$ cat config.mk
export PLATFORM = sky130hd
export DESIGN_NAME = mips_boot_loader
export DESIGN_NICKNAME = d
export VERILOG_FILES = /design/src/rtl/mips_boot_pkg.sv /design/src/rtl/boot_word_assembler.sv /design/src/rtl/mips_boot_loader.sv
export SDC_FILE = /design/constraint.sdc
export NUM_CORES = 1
export LEC_CHECK = 0
export CORE_MARGIN = 2
export CORE_UTILIZATION = 45
export DETAILED_ROUTE_END_ITERATION = 7
export DONT_BUFFER_PORTS = 1
export PLACE_DENSITY_LB_ADDON = 0.3
export SETUP_SLACK_MARGIN = 0.02
export SKIP_LAST_GASP = 1
export SLEW_MARGIN = 30
export SYNTH_ARGS = -nofsm -noshare
export SYNTH_HDL_FRONTEND = slang
export SYNTH_SLANG_ARGS = --single-unit
$ cat constraint.sdc
create_clock -name clk -period 3.8 [get_ports clk]
set_input_delay 0.76 -clock clk [delete_from_list [all_inputs] [get_ports clk]]
set_output_delay 0.76 -clock clk [all_outputs]
set_load 0.02 [all_outputs]
$ cat src/rtl/mips_boot_pkg.sv
// Shared types and constants for the MIPS boot loader: FSM states and frame layout.
package mips_boot_pkg;

  typedef enum logic [2:0] {
    S_LEN_HI,
    S_LEN_LO,
    S_DATA,
    S_CSUM,
    S_RUN,
    S_ERR
  } boot_state_e;

  localparam int unsigned LEN_BYTES      = 2;
  localparam int unsigned BYTES_PER_WORD = 4;
  localparam int unsigned BYTE_CNT_W     = $clog2(BYTES_PER_WORD);
  localparam logic [7:0]  CSUM_INIT      = 8'h00;

endpackage

$ cat src/rtl/boot_word_assembler.sv
// Big-endian byte-to-word assembler: the first byte of a word lands in bits [31:24].
module boot_word_assembler
  import mips_boot_pkg::*;
(
  input  logic                  clk,
  input  logic                  clear,
  input  logic                  byte_valid,
  input  logic [7:0]            byte_in,
  output logic [31:0]           word,
  output logic                  word_valid,
  output logic [BYTE_CNT_W-1:0] byte_cnt
);

  localparam logic [BYTE_CNT_W-1:0] LAST_BYTE = BYTE_CNT_W'(BYTES_PER_WORD - 1);

  logic [23:0]           shift_q, shift_d;
  logic [BYTE_CNT_W-1:0] cnt_q, cnt_d;

  // The completed word is presented combinationally with the 4th byte so the
  // caller can register it alongside its own write address.
  always_comb begin
    shift_d    = shift_q;
    cnt_d      = cnt_q;
    word       = {shift_q, byte_in};
    word_valid = byte_valid && (cnt_q == LAST_BYTE);
    if (clear) begin
      shift_d = '0;
      cnt_d   = '0;
    end else if (byte_valid) begin
      shift_d = {shift_q[15:0], byte_in};
      cnt_d   = cnt_q + BYTE_CNT_W'(1);
    end
  end

  always_ff @(posedge clk) begin
    shift_q <= shift_d;
    cnt_q   <= cnt_d;
  end

  assign byte_cnt = cnt_q;

endmodule

$ cat src/rtl/mips_boot_loader.sv
// Holds the MIPS core in reset while a length/payload/XOR-checksum frame is
// written into instruction memory, then releases the core on a good checksum.
module mips_boot_loader
  import mips_boot_pkg::*;
#(
  parameter int unsigned IMEM_WORDS = 256,
  parameter int unsigned ADDR_W     = 8
) (
  input  logic              clk,
  input  logic              reset,
  input  logic              rx_valid,
  input  logic [7:0]        rx_byte,
  output logic              rx_ready,
  output logic              imem_we,
  output logic [ADDR_W-1:0] imem_addr,
  output logic [31:0]       imem_wdata,
  output logic              cpu_reset,
  output logic              boot_done,
  output logic              boot_error
);

  localparam logic [16:0] MAX_WORDS = 17'(IMEM_WORDS);

  boot_state_e       state_q, state_d;
  logic [15:0]       count_q, count_d;
  logic [ADDR_W-1:0] idx_q, idx_d;
  logic [7:0]        csum_q, csum_d;
  logic              we_q, we_d;
  logic [ADDR_W-1:0] addr_q, addr_d;
  logic [31:0]       wdata_q, wdata_d;
  logic              rx_ready_q, rx_ready_d;
  logic              cpu_reset_q, cpu_reset_d;
  logic              done_q, done_d;
  logic              err_q, err_d;

  logic                  accept;
  logic                  asm_clear;
  logic                  asm_valid;
  logic [31:0]           asm_word;
  logic                  asm_word_valid;
  logic [BYTE_CNT_W-1:0] asm_byte_cnt;
  logic [15:0]           len_full;

  assign accept    = rx_valid && rx_ready_q;
  assign asm_valid = accept && (state_q == S_DATA);
  assign asm_clear = reset || (state_q != S_DATA);
  assign len_full  = {count_q[15:8], rx_byte};

  boot_word_assembler u_asm (
    .clk        (clk),
    .clear      (asm_clear),
    .byte_valid (asm_valid),
    .byte_in    (rx_byte),
    .word       (asm_word),
    .word_valid (asm_word_valid),
    .byte_cnt   (asm_byte_cnt)
  );

  always_comb begin
    state_d = state_q;
    count_d = count_q;
    idx_d   = idx_q;
    csum_d  = csum_q;
    we_d    = 1'b0;
    addr_d  = addr_q;
    wdata_d = wdata_q;
    case (state_q)
      S_LEN_HI: begin
        if (accept) begin
          count_d = {rx_byte, 8'h00};
          state_d = S_LEN_LO;
        end
      end
      S_LEN_LO: begin
        if (accept) begin
          count_d = len_full;
          if ({1'b0, len_full} > MAX_WORDS) state_d = S_ERR;
          else if (len_full == 16'h0000)    state_d = S_CSUM;
          else                              state_d = S_DATA;
        end
      end
      S_DATA: begin
        if (accept) begin
          csum_d = csum_q ^ rx_byte;
          if (asm_word_valid) begin
            we_d    = 1'b1;
            addr_d  = idx_q;
            wdata_d = asm_word;
            idx_d   = idx_q + ADDR_W'(1);
            // Compare in 17 bits so a full-depth image ends without relying on index wrap.
            if (17'(idx_q) + 17'd1 == {1'b0, count_q}) state_d = S_CSUM;
          end
        end
      end
      S_CSUM: begin
        if (accept) state_d = (rx_byte == csum_q) ? S_RUN : S_ERR;
      end
      default: state_d = state_q;
    endcase

    rx_ready_d  = (state_d != S_RUN) && (state_d != S_ERR);
    cpu_reset_d = (state_d != S_RUN);
    done_d      = (state_d == S_RUN);
    err_d       = (state_d == S_ERR);
  end

  always_ff @(posedge clk) begin
    if (reset) begin
      state_q     <= S_LEN_HI;
      count_q     <= '0;
      idx_q       <= '0;
      csum_q      <= CSUM_INIT;
      we_q        <= 1'b0;
      addr_q      <= '0;
      wdata_q     <= '0;
      rx_ready_q  <= 1'b1;
      cpu_reset_q <= 1'b1;
      done_q      <= 1'b0;
      err_q       <= 1'b0;
    end else begin
      state_q     <= state_d;
      count_q     <= count_d;
      idx_q       <= idx_d;
      csum_q      <= csum_d;
      we_q        <= we_d;
      addr_q      <= addr_d;
      wdata_q     <= wdata_d;
      rx_ready_q  <= rx_ready_d;
      cpu_reset_q <= cpu_reset_d;
      done_q      <= done_d;
      err_q       <= err_d;
    end
  end

  // A word may only be partially assembled while payload is being received.
  a_partial_only_in_data : assert property (@(posedge clk) disable iff (reset)
    (state_q != S_DATA) |-> (asm_byte_cnt == '0));

  assign rx_ready   = rx_ready_q;
  assign imem_we    = we_q;
  assign imem_addr  = addr_q;
  assign imem_wdata = wdata_q;
  assign cpu_reset  = cpu_reset_q;
  assign boot_done  = done_q;
  assign boot_error = err_q;

endmodule

# [Word level (Yosys, flattened, before mapping)]
# Index checks and enable logic that the tools add are counted.
[totals] reg_bits=106 in_bits=11 out_inout_bits=45 word_cells=62
[op_classes] add_sub_neg=3 n_lt_le_gt_ge=1 eq_ne=13 n_mux=14 bitwise=4 n_reduce_logical=13
[ops] cell="16-bit case mux with 2 select lines" count=1
[ops] cell="3-bit 2-to-1 mux" count=7
[ops] cell="9-bit by 16-bit == test with 1-bit output" count=1
[ops] cell="16-bit by 9-bit > comparator with 1-bit output, second input constant" count=1
[ops] cell="16-bit zero test" count=1
[ops] cell="16-bit 2-to-1 mux" count=1
[ops] cell="3-bit case mux with 4 select lines" count=1
[ops] cell="8-bit by 1-bit adder with 9-bit output, second input constant" count=1
[ops] cell="3-bit AND reduction" count=3
[ops] cell="8-bit by 1-bit adder with 8-bit output, second input constant" count=1
[ops] cell="8-bit == test" count=1
[ops] cell="8-bit 2-to-1 mux" count=1
[ops] cell="8-bit bitwise XOR" count=1
[ops] cell="3-bit by 2-bit == test with 1-bit output, second input constant" count=2
[ops] cell="3-bit == test, second input constant" count=2
[ops] cell="3-bit inequality test, second input constant" count=2
[ops] cell="1-bit logical AND" count=4
[ops] cell="2-bit inequality test, second input constant" count=2
[ops] cell="3-bit by 1-bit == test with 1-bit output, second input constant" count=1
[ops] cell="3-bit zero test" count=1
[ops] cell="1-bit 2-to-1 mux" count=3
[ops] cell="3-bit by 2-bit inequality test with 1-bit output, second input constant" count=1
[ops] cell="1-bit NOT" count=3
[ops] cell="3-bit OR reduction" count=1
[ops] cell="other kinds (5)" count=5

# [Depth between registers and ports, before layout]
[logic_depth] ltp_word=8 depth_mapped=7 ltp_nobuf=6

# [By module]
# From an unflattened synthesis, not the netlist that was laid out.
[hier_totals] cells_unflattened=508 area_unflattened_um2=4324.1
[modules_own_cells] mod="mips_boot_loader" n_inst=1 cells_per_inst=414 area_each_um2=3300.7 seq_area_each_um2=1601.5
[modules_own_cells] mod="boot_word_assembler" n_inst=1 cells_per_inst=94 area_each_um2=1023.5 seq_area_each_um2=520.5

# [Least setup slack after synthesis]
# OpenSTA, ideal clock, no wires.
[synth_timing] path_type="in2reg" from="input port rx_byte[1]" to="register state_q[0]" setup_time_ns=0.127 arrival_ns=1.856 required_ns=3.673 path_slack_ns=1.817 cell_stages=6 n_path_buf=1 path_cell_list="clkbuf_1 nor4_1 nand2_1 a211o_1 a21oi_2 o32ai_2"
[synth_via] elab_chain_len=5 word_cells_on_any_way=9 classes_between="order compare (1); eq/ne (1); mux (6); reduce/logical (1)"
[synth_lines] element="start, declared" line="mips_boot_loader.sv:12" source="input logic [7:0] rx_byte,"
[synth_lines] element="parallel branches: the longest is 4 deep, another holds 16-bit by 9-bit > comparator with 1-bit output"
[synth_lines] element="3-bit case mux with 4 select lines (*)" line="mips_boot_loader.sv:67" source="case (state_q)"
[synth_lines] element="end signal, assigned" line="mips_boot_loader.sv:121" source="state_q <= state_d;"
[synth_lines] element="end, declared" line="mips_boot_loader.sv:24" source="boot_state_e state_q, state_d;"
# Every way passes the cells marked *.
# A chain may end at the register's enable or synchronous reset.

# [Final worst setup path]
[layout_timing] from="register state_q[0]" to="register wdata_q[13] (netlist: imem_wdata[13])"
[layout_via] elab_chain_len=4
[layout_lines] element="3-bit by 2-bit == test with 1-bit output (*)" line="mips_boot_loader.sv:45, mips_boot_loader.sv:67"
[layout_lines] element="1-bit logical AND" line="mips_boot_loader.sv:45" source="assign asm_valid = accept && (state_q == S_DATA);"
[layout_lines] element="1-bit logical AND" line="boot_word_assembler.sv:25" source="word_valid = byte_valid && (cnt_q == LAST_BYTE);"
[layout_lines] element="3-bit AND reduction (no line) (*)"
[layout_lines] element="end signal, assigned" line="mips_boot_loader.sv:127" source="wdata_q <= wdata_d;"
[layout_lines] element="end, declared" line="mips_boot_loader.sv:30" source="logic [31:0] wdata_q, wdata_d;"
# Mark *: on every way between the ends. The rest lies on a longest branch, timed or not.

==> results by group <==
Placed design
  – Pre-CTS setup slack: 1.46 ns
  – Port bufs: 0
  – Hpwl dp: 5940 µm
  – Gp weighted congestion: 0.765
  – Dpl cell area: 0.00422 mm²

Logic synthesis
  – Post-synth ARST share: 0%
  – Post-Synth Simple-Gate Area: 19.6%
  – Ys Warns: 0
  – Synth top area cells: dfxtp_1 (50%), nand2_1 (10%), a21oi_1 (6.9%)
  – Post-synthesis cell area: 0.00426 mm²
  – Synth Area in Adders: 0.588%
  – Count of flip-flops with a built-in enable after synthesis: 0
  – Mux contribution to synthesized area: 0%
  – Syn nets: 496
  – Synth Area in Compound Gates: 17.5%
  – Share of the synthesized area in the top cell type: 49.9%
  – Sequential fraction of the synthesis area: 49.9%
  – Largest family of logic cells by synthesized area: simple AND/OR/NAND/NOR gates
  – Syn Area/Cell: 8.81 µm²
  – Gate Count Post-Synth: 483
  – Ys flop type: dfxtp_1
  – Yosys top cell by area: dfxtp_1
  – Yosys cell types: 43
  – Post-Synth XOR/XNOR Area: 7.20%
  – FF+latch count, synth: 106

Floorplanning
  – Initial Util: 46.3%
  – Die W: 101 µm
  – I/O pin cnt: 56
  – Core ar.: 0.00920 mm²
  – Die H: 101 µm
  – Die area: 0.0103 mm²
  – Rows: 35

Finish
  – Fin nets: 468
  – Inserted Diodes: 0
  – Area grow syn2layout: 3.35%
  – Share of layout cells above drive strength 1: 12.2%
  – Fillers: 888
  – Post-route design area: 0.00440 mm²

Critical path
  – Crit path max fanout: 31
  – Worst setup EP type: flip-flop
  – Worst path required time: 4.11 ns
  – RR Endpoint: imem_wdata[13]
  – CP Class: flip-flop to flip-flop
  – Reg2Reg Depth: 5
  – Crit start category: flip-flop
  – Critical path endpoint: imem_wdata[13]
  – Crit Reg-Reg Startpoint: state_q[0]
  – Critical path arrival: 2.45 ns
  – Reg-to-reg slack, setup: 1.66 ns
  – Crit. Startpoint: state_q[0]

Clock network
  – CTS Hold Bufs: 0
  – Post-CTS setup buffer count: 0
  – CTS buffer count: 9
  – H-tree Lvls: 3
  – Clk_lat worst skew: 0.37 ns
  – Clk root buf: clkbuf_8
  – Max clock buf depth: 2
  – Clk pin slew, worst setup/hold paths: 0.10 ns
  – # resized after CTS: 0
  – CTS sink cnt: 106
  – CTS tree: yes

Power
  – Static Leak: 1.63 nW
  – Peak supply drop: 0.170 mV
  – Power, Total: 0.00194 W
  – PD cells: 440 mW/mm²

Global route
  – Vias in the first global route: 2958
  – Overall global routing resource usage: 18.3%
  – Antenna violations before repair: 0
  – Grt total ovfl: 0
  – Largest net degree at the start of global routing: 81
  – First-pass GRT wire length: 15000 µm

STA
  – Rel. slew slack: 44.0%
  – Worst Tran Pin Value: 0.837 ns
  – Fin crit period: 2.14 ns
  – Max Slew Vio Count: 0
  – # setup viols final: 0
  – Final Hold Vio Count: 0
  – Period utilization: 56.4%
  – RSZ-0062 raised after global routing: no
  – Final worst slack: 1.66 ns
  – Skew final: 0.0124 ns
  – Setup TNS: 0 ns
  – Fmax: 0.466 GHz

Routing
  – Drt wl/cell: 15.5 µm
  – Drt first-iter violations: 185
  – Vias per cell: 5.52
  – Via count: 3153
  – Antenna Violating Nets Remaining: 0
  – DRC: 0
  – Detailed Route WL: 8880 µm
  – DRT Pass-1 Iters: 4

Hold path
  – Hold Path Cell Cnt: 2
  – Worst hold path type: flip-flop to flip-flop

Run
  – Maxcap violations: 0

Outcome
  – Status: finished, final reports clean
## worst min-delay path by stage
stage | endpoint | slack, ns | startpoint
after floorplan | imem_wdata[30] | 0.43 | u_asm.shift_q[22]
after global placement | count_q[5] | 0.44 | count_q[5]
after detailed placement | count_q[5] | 0.44 | count_q[5]
after CTS | imem_wdata[20] | 0.43 | reset
after global routing | idx_q[1] | 0.44 | reset
final | count_q[5] | 0.45 | count_q[5]
## placed cells by master (no fill, tap or decap), types with 2 or more instances in the layout
cell	count
nand2_1	115
dfxtp_1	106
a21oi_1	59
xor2_1	24
o221a_2	24
nor2_1	23
nand3_1	13
xnor2_1	11
o21ai_0	9
clkbuf_8	9
nor3_1	6
buf_4	5
nor4_1	4
nand3b_1	4
o21ai_1	4
and3b_1	3
nand2b_1	3
inv_6	3
nor3_2	2
inv_1	2
and3_1	2
nand4_1	2
a21oi_2	2
and2_1	2
ha_1	2
## registers in the layout, summed over array words and instances (netlist names), 2 cells and up
| register | cells |
|---|---|
| imem_wdata | 32 |
| imem_addr | 8 |
| u_asm.byte_cnt | 2 |
| u_asm.shift_q | 24 |
| state_q | 3 |
| count_q | 16 |
| idx_q | 8 |
| csum_q | 8 |
## logic make-up after synthesis
family / count (synthesis)
simple gates: 187
compound gates: 107
flops: 106
buf+inv: 46
xor+xnor: 35
fa+ha+maj: 2
## cells in the mapped netlist, types with 2 or more instances
cell type and number:
dfxtp_1 106, nand3_1 13, clkbuf_1 26, nand3b_1 4, o21ai_0 9, ha_1 2, nor2_1 23, nor3_2 3
and3b_1 3, buf_6 2, and3_1 2, inv_1 2, nand2b_1 3, a21oi_2 2, xnor2_1 11, o21ai_1 4
nor3_1 6, o221a_2 24, a21oi_1 59, buf_2 12, nand2_1 115, buf_1 2, and2_1 2, nor4_1 4
xor2_1 24, clkbuf_8 2, nand4_1 2
## metrics by stage
step                      util [%]  hold slack (ns)  instances
final                         47.8            0.451        571
after global routing          47.8            0.438        571
after CTS                     47.8            0.435        571
after detailed placement      45.9            0.438        555
after global placement        45.9            0.435        555
after floorplan                  -            0.432        483
## layout make-up
type                    instances  area (µm²)  area share, %
flip-flops and latches        106        2120           48.2
multi-input cells             331        1920           43.6
well taps                     111         139           3.16
clock buffers                  10         128           2.90
clock inverters                 6        47.5           1.08
repair buffers                  5        37.5          0.853
inverters                       2        7.51          0.171
## critical path: stages (launching register included)
cell and delay [ns]:
dfxtp_1 0.57, and3b_1 0.35, and2_1 0.48, buf_4 0.40
nand2_1 0.12, a21oi_1 0.14
## layer usage
metal / global-route usage, % / routed length [µm]
met2: 27.5 / 4040
met3: 4.69 / 444
met1: 25.2 / 4240
met5: 0 / 0
met4: 7.17 / 153
## report_power, final
part / internal [W] / switching (W)
logic: 0.0000517 / 0.0000815
registers: 0.00113 / 0.0000322
clock network: 0.000246 / 0.000392
(Power assumes the default switching activity.)
